### src/rtl/alu_mdu_if.sv
// Command/result bundle for the execute-stage arithmetic unit.
// The master drives commands and flush; the slave returns handshake, results and busy.
interface alu_mdu_if #(
    parameter int WIDTH = 32
);
    logic             flush;
    logic             in_valid;
    logic             in_ready;
    logic [3:0]       exe_cmd;
    logic [WIDTH-1:0] val1;
    logic [WIDTH-1:0] val2;
    logic             out_valid;
    logic [WIDTH-1:0] alu_res;
    logic             busy;

    modport master (
        output flush, in_valid, exe_cmd, val1, val2,
        input  in_ready, out_valid, alu_res, busy
    );

    modport slave (
        input  flush, in_valid, exe_cmd, val1, val2,
        output in_ready, out_valid, alu_res, busy
    );
endinterface

### src/rtl/alu_mdu.sv
// Execute-stage ALU with single-cycle ops and iterative shift-add multiply /
// restoring divide; results are registered and pulse out_valid once.
module alu_mdu #(
    parameter int WIDTH = 32,
    parameter int SHW   = $clog2(WIDTH)
) (
    input logic      clk,
    input logic      rst_n,
    alu_mdu_if.slave bus
);
    typedef enum logic [1:0] {IDLE, MUL, DIV} state_t;

    state_t           state;
    logic [SHW-1:0]   cnt;
    logic             sel_hi;
    logic [WIDTH-1:0] hi;
    logic [WIDTH-1:0] lo;
    logic [WIDTH-1:0] opnd;
    logic             out_valid;
    logic [WIDTH-1:0] alu_res;

    logic             accept;
    logic             last;
    logic [SHW-1:0]   shamt;
    logic [WIDTH-1:0] sc_res;
    logic [WIDTH:0]   msum;
    logic [WIDTH-1:0] mul_hi_n;
    logic [WIDTH-1:0] mul_lo_n;
    logic [WIDTH:0]   dtrial;
    logic             dok;
    logic [WIDTH-1:0] div_hi_n;
    logic [WIDTH-1:0] div_lo_n;

    assign bus.in_ready  = (state == IDLE) & rst_n;
    assign bus.busy      = (state != IDLE);
    assign bus.out_valid = out_valid;
    assign bus.alu_res   = alu_res;

    assign accept = bus.in_valid & bus.in_ready & ~bus.flush;
    assign last   = (cnt == SHW'(WIDTH - 1));
    assign shamt  = bus.val2[SHW-1:0];

    always_comb begin
        sc_res = '0;
        case (bus.exe_cmd)
            4'd0:  sc_res = bus.val1 + bus.val2;
            4'd2:  sc_res = bus.val1 - bus.val2;
            4'd4:  sc_res = bus.val1 & bus.val2;
            4'd5:  sc_res = bus.val1 | bus.val2;
            4'd6:  sc_res = ~(bus.val1 | bus.val2);
            4'd7:  sc_res = bus.val1 ^ bus.val2;
            4'd8:  sc_res = bus.val1 << shamt;
            4'd9:  sc_res = $unsigned($signed(bus.val1) >>> shamt);
            4'd10: sc_res = bus.val1 >> shamt;
            4'd11: sc_res = {{(WIDTH-1){1'b0}}, $signed(bus.val1) < $signed(bus.val2)};
            default: sc_res = '0;
        endcase
    end

    // Multiply: lo holds the remaining multiplier bits, product shifts in from the top.
    always_comb begin
        msum     = {1'b0, hi} + {1'b0, (lo[0] ? opnd : {WIDTH{1'b0}})};
        mul_hi_n = msum[WIDTH:1];
        mul_lo_n = {msum[0], lo[WIDTH-1:1]};
    end

    // Divide: hi is the partial remainder, lo shifts dividend out and quotient in.
    // A zero divisor always succeeds, yielding all-ones quotient and remainder = dividend.
    always_comb begin
        dtrial   = {hi, lo[WIDTH-1]} - {1'b0, opnd};
        dok      = ~dtrial[WIDTH];
        div_hi_n = dok ? dtrial[WIDTH-1:0] : {hi[WIDTH-2:0], lo[WIDTH-1]};
        div_lo_n = {lo[WIDTH-2:0], dok};
    end

    always_ff @(posedge clk or negedge rst_n) begin
        if (!rst_n) begin
            state     <= IDLE;
            cnt       <= '0;
            sel_hi    <= 1'b0;
            hi        <= '0;
            lo        <= '0;
            opnd      <= '0;
            out_valid <= 1'b0;
            alu_res   <= '0;
        end else begin
            out_valid <= 1'b0;
            case (state)
                IDLE: if (accept) begin
                    cnt <= '0;
                    if (bus.exe_cmd[3:2] == 2'b11) begin
                        sel_hi <= bus.exe_cmd[0];
                        hi     <= '0;
                        if (bus.exe_cmd[1]) begin
                            lo    <= bus.val1;
                            opnd  <= bus.val2;
                            state <= DIV;
                        end else begin
                            lo    <= bus.val2;
                            opnd  <= bus.val1;
                            state <= MUL;
                        end
                    end else begin
                        alu_res   <= sc_res;
                        out_valid <= 1'b1;
                    end
                end
                MUL: if (bus.flush) begin
                    state <= IDLE;
                    cnt   <= '0;
                end else begin
                    hi  <= mul_hi_n;
                    lo  <= mul_lo_n;
                    cnt <= cnt + 1'b1;
                    if (last) begin
                        state     <= IDLE;
                        cnt       <= '0;
                        alu_res   <= sel_hi ? mul_hi_n : mul_lo_n;
                        out_valid <= 1'b1;
                    end
                end
                DIV: if (bus.flush) begin
                    state <= IDLE;
                    cnt   <= '0;
                end else begin
                    hi  <= div_hi_n;
                    lo  <= div_lo_n;
                    cnt <= cnt + 1'b1;
                    if (last) begin
                        state     <= IDLE;
                        cnt       <= '0;
                        alu_res   <= sel_hi ? div_hi_n : div_lo_n;
                        out_valid <= 1'b1;
                    end
                end
                default: state <= IDLE;
            endcase
        end
    end
endmodule

### src/flat_wrapper.sv
// flat-port wrapper written by rule: the top's interface ports become plain ports
module alu_mdu_flat 
#(
    parameter int WIDTH = 32,
    parameter int SHW   = $clog2(WIDTH)
)
  (clk, rst_n, bus_flush, bus_in_valid, bus_exe_cmd, bus_val1, bus_val2, bus_in_ready, bus_out_valid, bus_alu_res, bus_busy);
  alu_mdu_if #(.WIDTH(WIDTH)) bus_i ();
  input logic clk;
  input logic rst_n;
  input wire logic [$bits(bus_i.flush)-1:0] bus_flush;
  input wire logic [$bits(bus_i.in_valid)-1:0] bus_in_valid;
  input wire logic [$bits(bus_i.exe_cmd)-1:0] bus_exe_cmd;
  input wire logic [$bits(bus_i.val1)-1:0] bus_val1;
  input wire logic [$bits(bus_i.val2)-1:0] bus_val2;
  output wire logic [$bits(bus_i.in_ready)-1:0] bus_in_ready;
  output wire logic [$bits(bus_i.out_valid)-1:0] bus_out_valid;
  output wire logic [$bits(bus_i.alu_res)-1:0] bus_alu_res;
  output wire logic [$bits(bus_i.busy)-1:0] bus_busy;
  assign bus_i.flush = bus_flush;
  assign bus_i.in_valid = bus_in_valid;
  assign bus_i.exe_cmd = bus_exe_cmd;
  assign bus_i.val1 = bus_val1;
  assign bus_i.val2 = bus_val2;
  assign bus_in_ready = bus_i.in_ready;
  assign bus_out_valid = bus_i.out_valid;
  assign bus_alu_res = bus_i.alu_res;
  assign bus_busy = bus_i.busy;
  alu_mdu #(.WIDTH(WIDTH), .SHW(SHW)) u_core (.clk(clk), .rst_n(rst_n), .bus(bus_i));
endmodule
### config.mk
export PLATFORM = sky130hd
export DESIGN_NAME = alu_mdu_flat
export DESIGN_NICKNAME = d
export VERILOG_FILES = /design/src/rtl/alu_mdu_if.sv /design/src/rtl/alu_mdu.sv /design/src/flat_wrapper.sv
export SDC_FILE = /design/constraint.sdc
export NUM_CORES = 1
export LEC_CHECK = 0
export ABC_AREA = 0
export CAP_MARGIN = 30
export CORE_ASPECT_RATIO = 2
export CORE_UTILIZATION = 40
export DETAILED_ROUTE_END_ITERATION = 8
export GPL_TIMING_DRIVEN = 0
export REMOVE_ABC_BUFFERS = 1
export SYNTH_ARGS = -nofsm -noshare
export SYNTH_HDL_FRONTEND = slang
export SYNTH_SLANG_ARGS = --single-unit
### constraint.sdc
create_clock -name clk -period 3.7 [get_ports clk]
set_input_delay 0.74 -clock clk [delete_from_list [all_inputs] [get_ports clk]]
set_output_delay 0.74 -clock clk [all_outputs]
set_load 0.02 [all_outputs]
==> qor.txt, run 1 <==
Status = finished, violations left
Failing checks = DRC, setup timing
Critical Path RT = 4.09 ns
Post-Place Cells = 3443
Final hold vios = 0
Post-route DRC = 1
Main flop type after synthesis = dfrtp_1
Worst EP arrival = 4.14 ns
Placement Cell Area = 22300 sq um
Initial core utilization = 40.5%
Max-Cap Viols = 0
Synth Area in Simple Gates = 18.2%
Fin cells = 3551
Post-synthesis instance total = 2852
Die Y = 323 microns
H-Tree Depth = 4
Final Skew = 0.0201 ns
Vias in the first global route = 22700
GPL Wtd Cong = 1.05
Vias = 23100
Crit path kind = flop to flop
Drt initial violations = 2311
Power per cell area = 698 nW/um^2
Most common cell in the netlist = nand2_1
Cell Area, Synth = 20600 sq um
Peak VDD IR = 0.488 mV
Register area share after synthesis = 16.7%
Post-synthesis mux area share = 11.0%
Die area = 52300 sq um
Wire length per cell = 28.8 microns
# rows = 117
Clock slew at reported path FFs = 0.06 ns
Seq cells post-synth = 137
CP Max Fanout = 6
Port bufs = 106
Width of the die = 162 microns
Ant diodes = 0
HPWL Detailed = 73.5 mm
Min Tclk post-route = 3.75 ns
Root Buffer Master = clkbuf_16
Deepest clock path buffer count = 3
Routed vias/inst = 6.50
Synth Area in XOR/XNOR = 3.88%
Area Growth Syn to Fin = 23.3%
Gr usage total = 38.3%
CTS Sinks = 137
Async S/R FF share, synth = 100%
Layout cell share with drive strength beyond 1 = 15.1%
Final setup viols = 9
Synth top cells by count = 309 x nand2_1, 293 x nor2_1, 286 x a21oi_1
Initial antenna violation count = 1
Antenna violation net count after detailed routing = 0
Post-synth top area share = 16.7%
RSZ-0062 raised after global routing = yes
Core Region = 50800 sq um
CP startpoint kind = flop
Grt total ovfl = 0
Inserted Clock Buffers = 25
Fmax = 266 MHz
Final cell area excluding filler cells = 25300 sq um
Pin count of the biggest net entering global routing = 114
CP Capture Type = flop
Hold WC Path Type = primary input to async pin
Tot Pwr = 17.7 mW
First-pass GRT wire length = 147 mm
Slew headroom = 26.9%
Largest family of logic cells by synthesized area = compound AO/OA/AOI/OAI gates
EDFF count, synth = 0
CTS tree = done
Final worst path period share = 101%
Max Slew Vio Count = 0
Distinct cells, synth = 103
Drt first pass iters = 8
# IOs = 107
Final WL = 102 mm
Post-Syn Area per Cell = 7.21 sq um
Leading area contributor after synthesis = dfrtp_1
# nets final = 3138
Compound-Gate Fraction of Synth Area = 32.1%
Synth area leaders = dfrtp_1 17%, ha_1 10%, mux2i_1 7.9%
Yosys warnings = 0
Lkg Pwr = 10.8 nW
Clk Latency, worst-skew pair = 0.51 ns
Post-Synth Adder-Cell Area = 10.8%
Slew @ Worst Pin = 1.09 ns
Fin worst setup slack = -0.0543 ns
Hold Buf Count CTS = 0
sequential cells by signal, indices dropped and copies added, names as in the netlist:
signal,cells
u_core.sel_hi,1
u_core.lo,32
u_core.cnt,5
u_core.state,2
u_core.opnd,32
u_core.bus.out_valid,1
u_core.bus.alu_res,32
u_core.hi,32
what timing repair did:
item / 4_1_cts / 5_1_grt
gates cloned: 11 / 5
resized for setup: 225 / 149
endpoints found under the setup margin: 65 / 52
setup buffers: 32 / 26
pin swaps: 39 / 59
area by class of cell:
type                       instances  area, sq um
clock buffer                      29          661
timing repair buffer             220         2750
timing repair inverter             1         11.3
sequential                       137         3430
tap                              654          818
clock inverter                     4         50.0
inverter                         168          677
multi-input combinational       2338        16900
fill                            4973        25500
layout by cell type, fill, tap and decap left out, drive strengths merged, types with 15 or more instances in the layout:
cell	count
and3	15
a211oi	41
ha	171
xor2	28
dfrtp	137
nand3	42
a221oi	28
mux2	23
and2	47
a21o	33
nand2	309
a21oi	288
o211ai	54
o21ai	288
a22oi	37
nor2	293
o22ai	21
buf	111
clkbuf	41
nor2b	22
o221ai	17
nand2b	24
o21a	18
inv	163
mux4	16
xnor2	61
o21bai	20
a31oi	36
nor3	36
mux2i	163
clkdlybuf4s50	58
per-layer routing:
layer  part of all wire, %  track usage [%]
met1                    34             39.4
met2                    48             66.4
met3                   6.1             5.01
met4                    12             36.5
met5                 0.012                0
critical path, cell delays in order, from the launching register on:
cell and delay [ns]:
dfrtp_2 0.45, inv_2 0.09, ha_4 0.15, inv_2 0.04, fa_2 0.36, a211oi_2 0.25
o21ai_2 0.14, o21ai_2 0.24, nand4_1 0.14, buf_6 0.17, a32oi_4 0.22, o21ai_4 0.09
xor2_4 0.16, buf_12 0.18, clkbuf_16 0.19, buf_6 0.11, mux2i_4 0.23, nor2_2 0.06
o32a_1 0.36
power breakdown:
| part | total (mW) | internal, mW | leakage, nW | switching [mW] |
|---|---|---|---|---|
| registers | 3.01 | 2.15 | 1.70 | 0.853 |
| clock network | 2.06 | 1.32 | 0.343 | 0.742 |
| logic | 12.6 | 5.25 | 8.75 | 7.36 |
cells by family (layout without fill, tap and decap cells):
group                    after synthesis  count (layout)
multiplexers                         202             202
buffers and inverters                378             422
AND/OR/NAND/NOR                      842             842
AO/OA/AOI/OAI                       1029            1030
adder cells (fa/ha/maj)              175             175
XOR/XNOR                              89              89
flip-flops                           137             137
final timing paths:
check                      slack (ns)                       from                           endpoint  cells past startpoint
max                             -0.05  u_core.lo[31]$_DFFE_PN0P_  u_core.bus.alu_res[3]$_DFFE_PN0P_                     18
min                              0.11                      rst_n        u_core.opnd[24]$_DFFE_PN0P_                      1
max reg2reg                     -0.05  u_core.lo[31]$_DFFE_PN0P_  u_core.bus.alu_res[3]$_DFFE_PN0P_                     18
min reg2reg                      0.48  u_core.cnt[4]$_DFFE_PN0P_          u_core.cnt[4]$_DFFE_PN0P_                      2
max in group asynchronous        2.92                      rst_n          u_core.hi[23]$_DFFE_PN0P_                      2
min in group clk                 0.48  u_core.cnt[4]$_DFFE_PN0P_          u_core.cnt[4]$_DFFE_PN0P_                      2
metrics by stage:
stage	utilization [%]	setup WS [ns]	TNS [ns]	hold WS, ns
after floorplan	-	-6.54	-431.55	0.437
after global placement	42.4	-20.87	-2413.27	0.463
after detailed placement	43.8	-2.53	-91.97	0.476
after CTS	48.0	-0.0927	-0.769	0.185
after global routing	49.9	-0.158	-1.97	0.138
final	49.9	-0.0543	-0.261	0.112
Note: power is estimated with default switching activity, not from simulation.
==> inputs of run 2 (changes only) <==
--- a/config.mk
+++ b/config.mk
@@ -7,5 +7,5 @@
 export LEC_CHECK = 0
 export ABC_AREA = 0
-export CAP_MARGIN = 30
+export CAP_MARGIN = 20
 export CORE_ASPECT_RATIO = 2
 export CORE_UTILIZATION = 40
@@ -13,4 +13,5 @@
 export GPL_TIMING_DRIVEN = 0
 export REMOVE_ABC_BUFFERS = 1
+export SETUP_SLACK_MARGIN = 0.2
 export SYNTH_ARGS = -nofsm -noshare
 export SYNTH_HDL_FRONTEND = slang
==> constraint.sdc (replaced) <==
create_clock -name clk -period 3.7 [get_ports clk]
set_input_delay 0.74 -clock clk [delete_from_list [all_inputs] [get_ports clk]]
set_output_delay 0.74 -clock clk [all_outputs]
set_load 0.1 [all_outputs]
==> run 2 against run 1 <==
The run ends with setup timing left. Critical path depth down 4. Fmax down 0.93%. Combinational power up 12%. Core utilization up 1.1 points. Clock power up 4%. Sequential power about the same. Register-to-register slack worse by 0.03 ns. Count of clock-buffer cells in the layout unchanged. Total power up 9.1%. First-iteration DRC count down 12%. Sequential share of layout area down 0.27 points. Worst hold slack better by 0.059 ns. Largest cell class unchanged. Highest routed layer is now met4.
==> qor.txt, run 2 (same netlist as run 1, synthesis figures left out) <==
Status = finished, violations left (unchanged)
Failing checks = setup timing (was DRC, setup timing)
Post-route DRC = 0 (was 1)
Post-Place Cells = 3433 (was 3443)
# IOs = 107 (unchanged)
Port bufs = 106 (unchanged)
Die Y = 323 microns (unchanged)
GPL Wtd Cong = 1.05 (unchanged)
HPWL Detailed = 73.3 mm (was 73.5 mm)
# nets final = 3159 (was 3138)
Final hold vios = 0 (unchanged)
Lkg Pwr = 11.0 nW (was 10.8 nW)
Slew @ Worst Pin = 1.18 ns (was 1.09 ns)
Root Buffer Master = clkbuf_16 (unchanged)
Worst EP arrival = 4.21 ns (was 4.14 ns)
Deepest clock path buffer count = 3 (unchanged)
Initial antenna violation count = 1 (unchanged)
RSZ-0062 raised after global routing = yes (unchanged)
Clock slew at reported path FFs = 0.06 ns (about the same)
Vias = 23200 (was 23100)
Worst path max stage delay = 0.73 ns (was 0.45 ns)
Wire length per cell = 28.8 microns (about the same)
Critical Path RT = 4.12 ns (was 4.09 ns)
Final Skew = 0.0219 ns (was 0.0201 ns)
Initial core utilization = 40.5% (unchanged)
Slew headroom = 20.8% (was 26.9%)
Crit path kind = primary input to flop (was flop to flop)
Hold WC Path Type = primary input to async pin (unchanged)
Final worst path period share = 102% (was 101%)
Hold Buf Count CTS = 0 (unchanged)
Fin worst setup slack = -0.0897 ns (was -0.0543 ns)
Final setup viols = 13 (was 9)
Crit-path cells = buf_16 -> buf_4 -> inv_1 -> buf_16 -> ha_1 -> inv_1 -> o22ai_1 -> or2_2 -> o211ai_1 -> a32oi_2 -> nor2_1 -> o21ai_0 -> a211oi_1 -> o22ai_1 (was inv_2 -> ha_4 -> inv_2 -> fa_2 -> a211oi_2 -> o21ai_2 -> o21ai_2 -> nand4_1 -> buf_6 -> a32oi_4 -> o21ai_4 -> xor2_4 -> buf_12 -> clkbuf_16 -> buf_6 -> mux2i_4 -> nor2_2 -> o32a_1)
Vias in the first global route = 22800 (was 22700)
Fin cells = 3574 (was 3551)
Drt first pass iters = 7 (was 8)
Most frequent cells in the layout = 300 x nand2_1, 275 x nor2_1, 267 x a21oi_1 (was 303 x nand2_1, 281 x nor2_1, 270 x a21oi_1)
Final hold slack = 0.171 ns (was 0.112 ns)
Grt total ovfl = 0 (unchanged)
Setup_tns = -0.548 ns (was -0.261 ns)
# rows = 117 (unchanged)
CP max stage cell = o22ai_1 (was dfrtp_2)
Drt initial violations = 2030 (was 2311)
Inserted Clock Buffers = 25 (unchanged)
Antenna violation net count after detailed routing = 0 (unchanged)
Gr usage total = 38.4% (was 38.3%)
CP Max Fanout = 24 (was 6)
Pin count of the biggest net entering global routing = 114 (unchanged)
Power per cell area = 745 nW/um^2 (was 698 nW/um^2)
CTS tree = done (unchanged)
First-pass GRT wire length = 147 mm (about the same)
Area Growth Syn to Fin = 25.9% (was 23.3%)
Width of the die = 162 microns (unchanged)
CP startpoint kind = primary input (was flop)
Commonest non-fill, non-tap cell in the layout = nand2_1 (unchanged)
Peak VDD IR = 0.684 mV (was 0.488 mV)
Max Slew Vio Count = 0 (unchanged)
Die area = 52300 sq um (unchanged)
Pre-CTS setup slack = -3.03 ns (was -2.53 ns)
Routed vias/inst = 6.48 (was 6.50)
Layout cell share with drive strength beyond 1 = 16.4% (was 15.1%)
Core Region = 50800 sq um (unchanged)
Clk Latency, worst-skew pair = 0.50 ns (was 0.51 ns)
Fmax = 264 MHz (was 266 MHz)
H-Tree Depth = 4 (unchanged)
CP Capture Type = flop (unchanged)
CTS Sinks = 137 (unchanged)
Fill count = 4914 (was 4973)
Min Tclk post-route = 3.79 ns (was 3.75 ns)
Final WL = 103 mm (was 102 mm)
Max-Cap Viols = 0 (unchanged)
run 2: critical path: cells and delay by family:
family                   cells  cell delay (ns)
adder cells (fa/ha/maj)      1             0.29
AO/OA/AOI/OAI                6             1.83
buffers and inverters        5             0.98
AND/OR/NAND/NOR              2             0.32
run 2: worst paths after layout:
path,to,cells after the start,slack (ns),from
setup / recovery,u_core.bus.alu_res[12]$_DFFE_PN0P_,14,-0.09,bus_val2[0]
hold / removal,u_core.opnd[26]$_DFFE_PN0P_,1,0.17,rst_n
hold reg to reg,u_core.cnt[4]$_DFFE_PN0P_,2,0.48,u_core.cnt[4]$_DFFE_PN0P_
min in group clk,u_core.cnt[4]$_DFFE_PN0P_,2,0.48,u_core.cnt[4]$_DFFE_PN0P_
max in group asynchronous,u_core.opnd[9]$_DFFE_PN0P_,2,2.81,rst_n
setup reg to reg,u_core.bus.alu_res[2]$_DFFE_PN0P_,19,-0.08,u_core.lo[31]$_DFFE_PN0P_
run 2: metal layers:
metal  share of wire [%]  track usage (%)
met4                  12             37.1
met5                   0                0
met3                 5.7             5.09
met1                  34             39.2
met2                  49             66.4
run 2: cell type report:
cell class                 count  area (sq um)  area share (%)
multi-input combinational   2337         17100            66.3
timing repair inverter         1          11.3          0.0435
clock buffer                  29           671            2.59
antenna                        2          5.00          0.0193
timing repair buffer         242          3020            11.7
sequential                   137          3430            13.3
clock inverter                 4          72.6           0.280
tap                          654           818            3.16
inverter                     168           696            2.69
run 2: power by group:
group	leakage, nW	total [mW]	switching [mW]	internal (mW)
Sequential	1.70	3.01	0.851	2.16
Combinational	8.95	14.1	8.54	5.59
Clock	0.363	2.14	0.740	1.40
run 2: through the flow:
stage / instance area [sq um] / util (%) / power, mW
finish: 25900 / 50.9 / 19.3
floorplan: 19700 / - / 10.5
CTS: 24800 / 48.8 / 18.1
detailed placement: 22100 / 43.6 / 14.0
global route: 25900 / 50.9 / 20.3
global placement: 21600 / 42.4 / 13.8
run 2: what timing repair did:
| action | CTS | global route |
|---|---|---|
| gates cloned | 12 | 8 |
| endpoints found under the setup margin | 66 | 65 |
| pin swaps | 60 | 68 |
| gates resized for setup | 272 | 161 |
| buffers inserted | 48 | 37 |
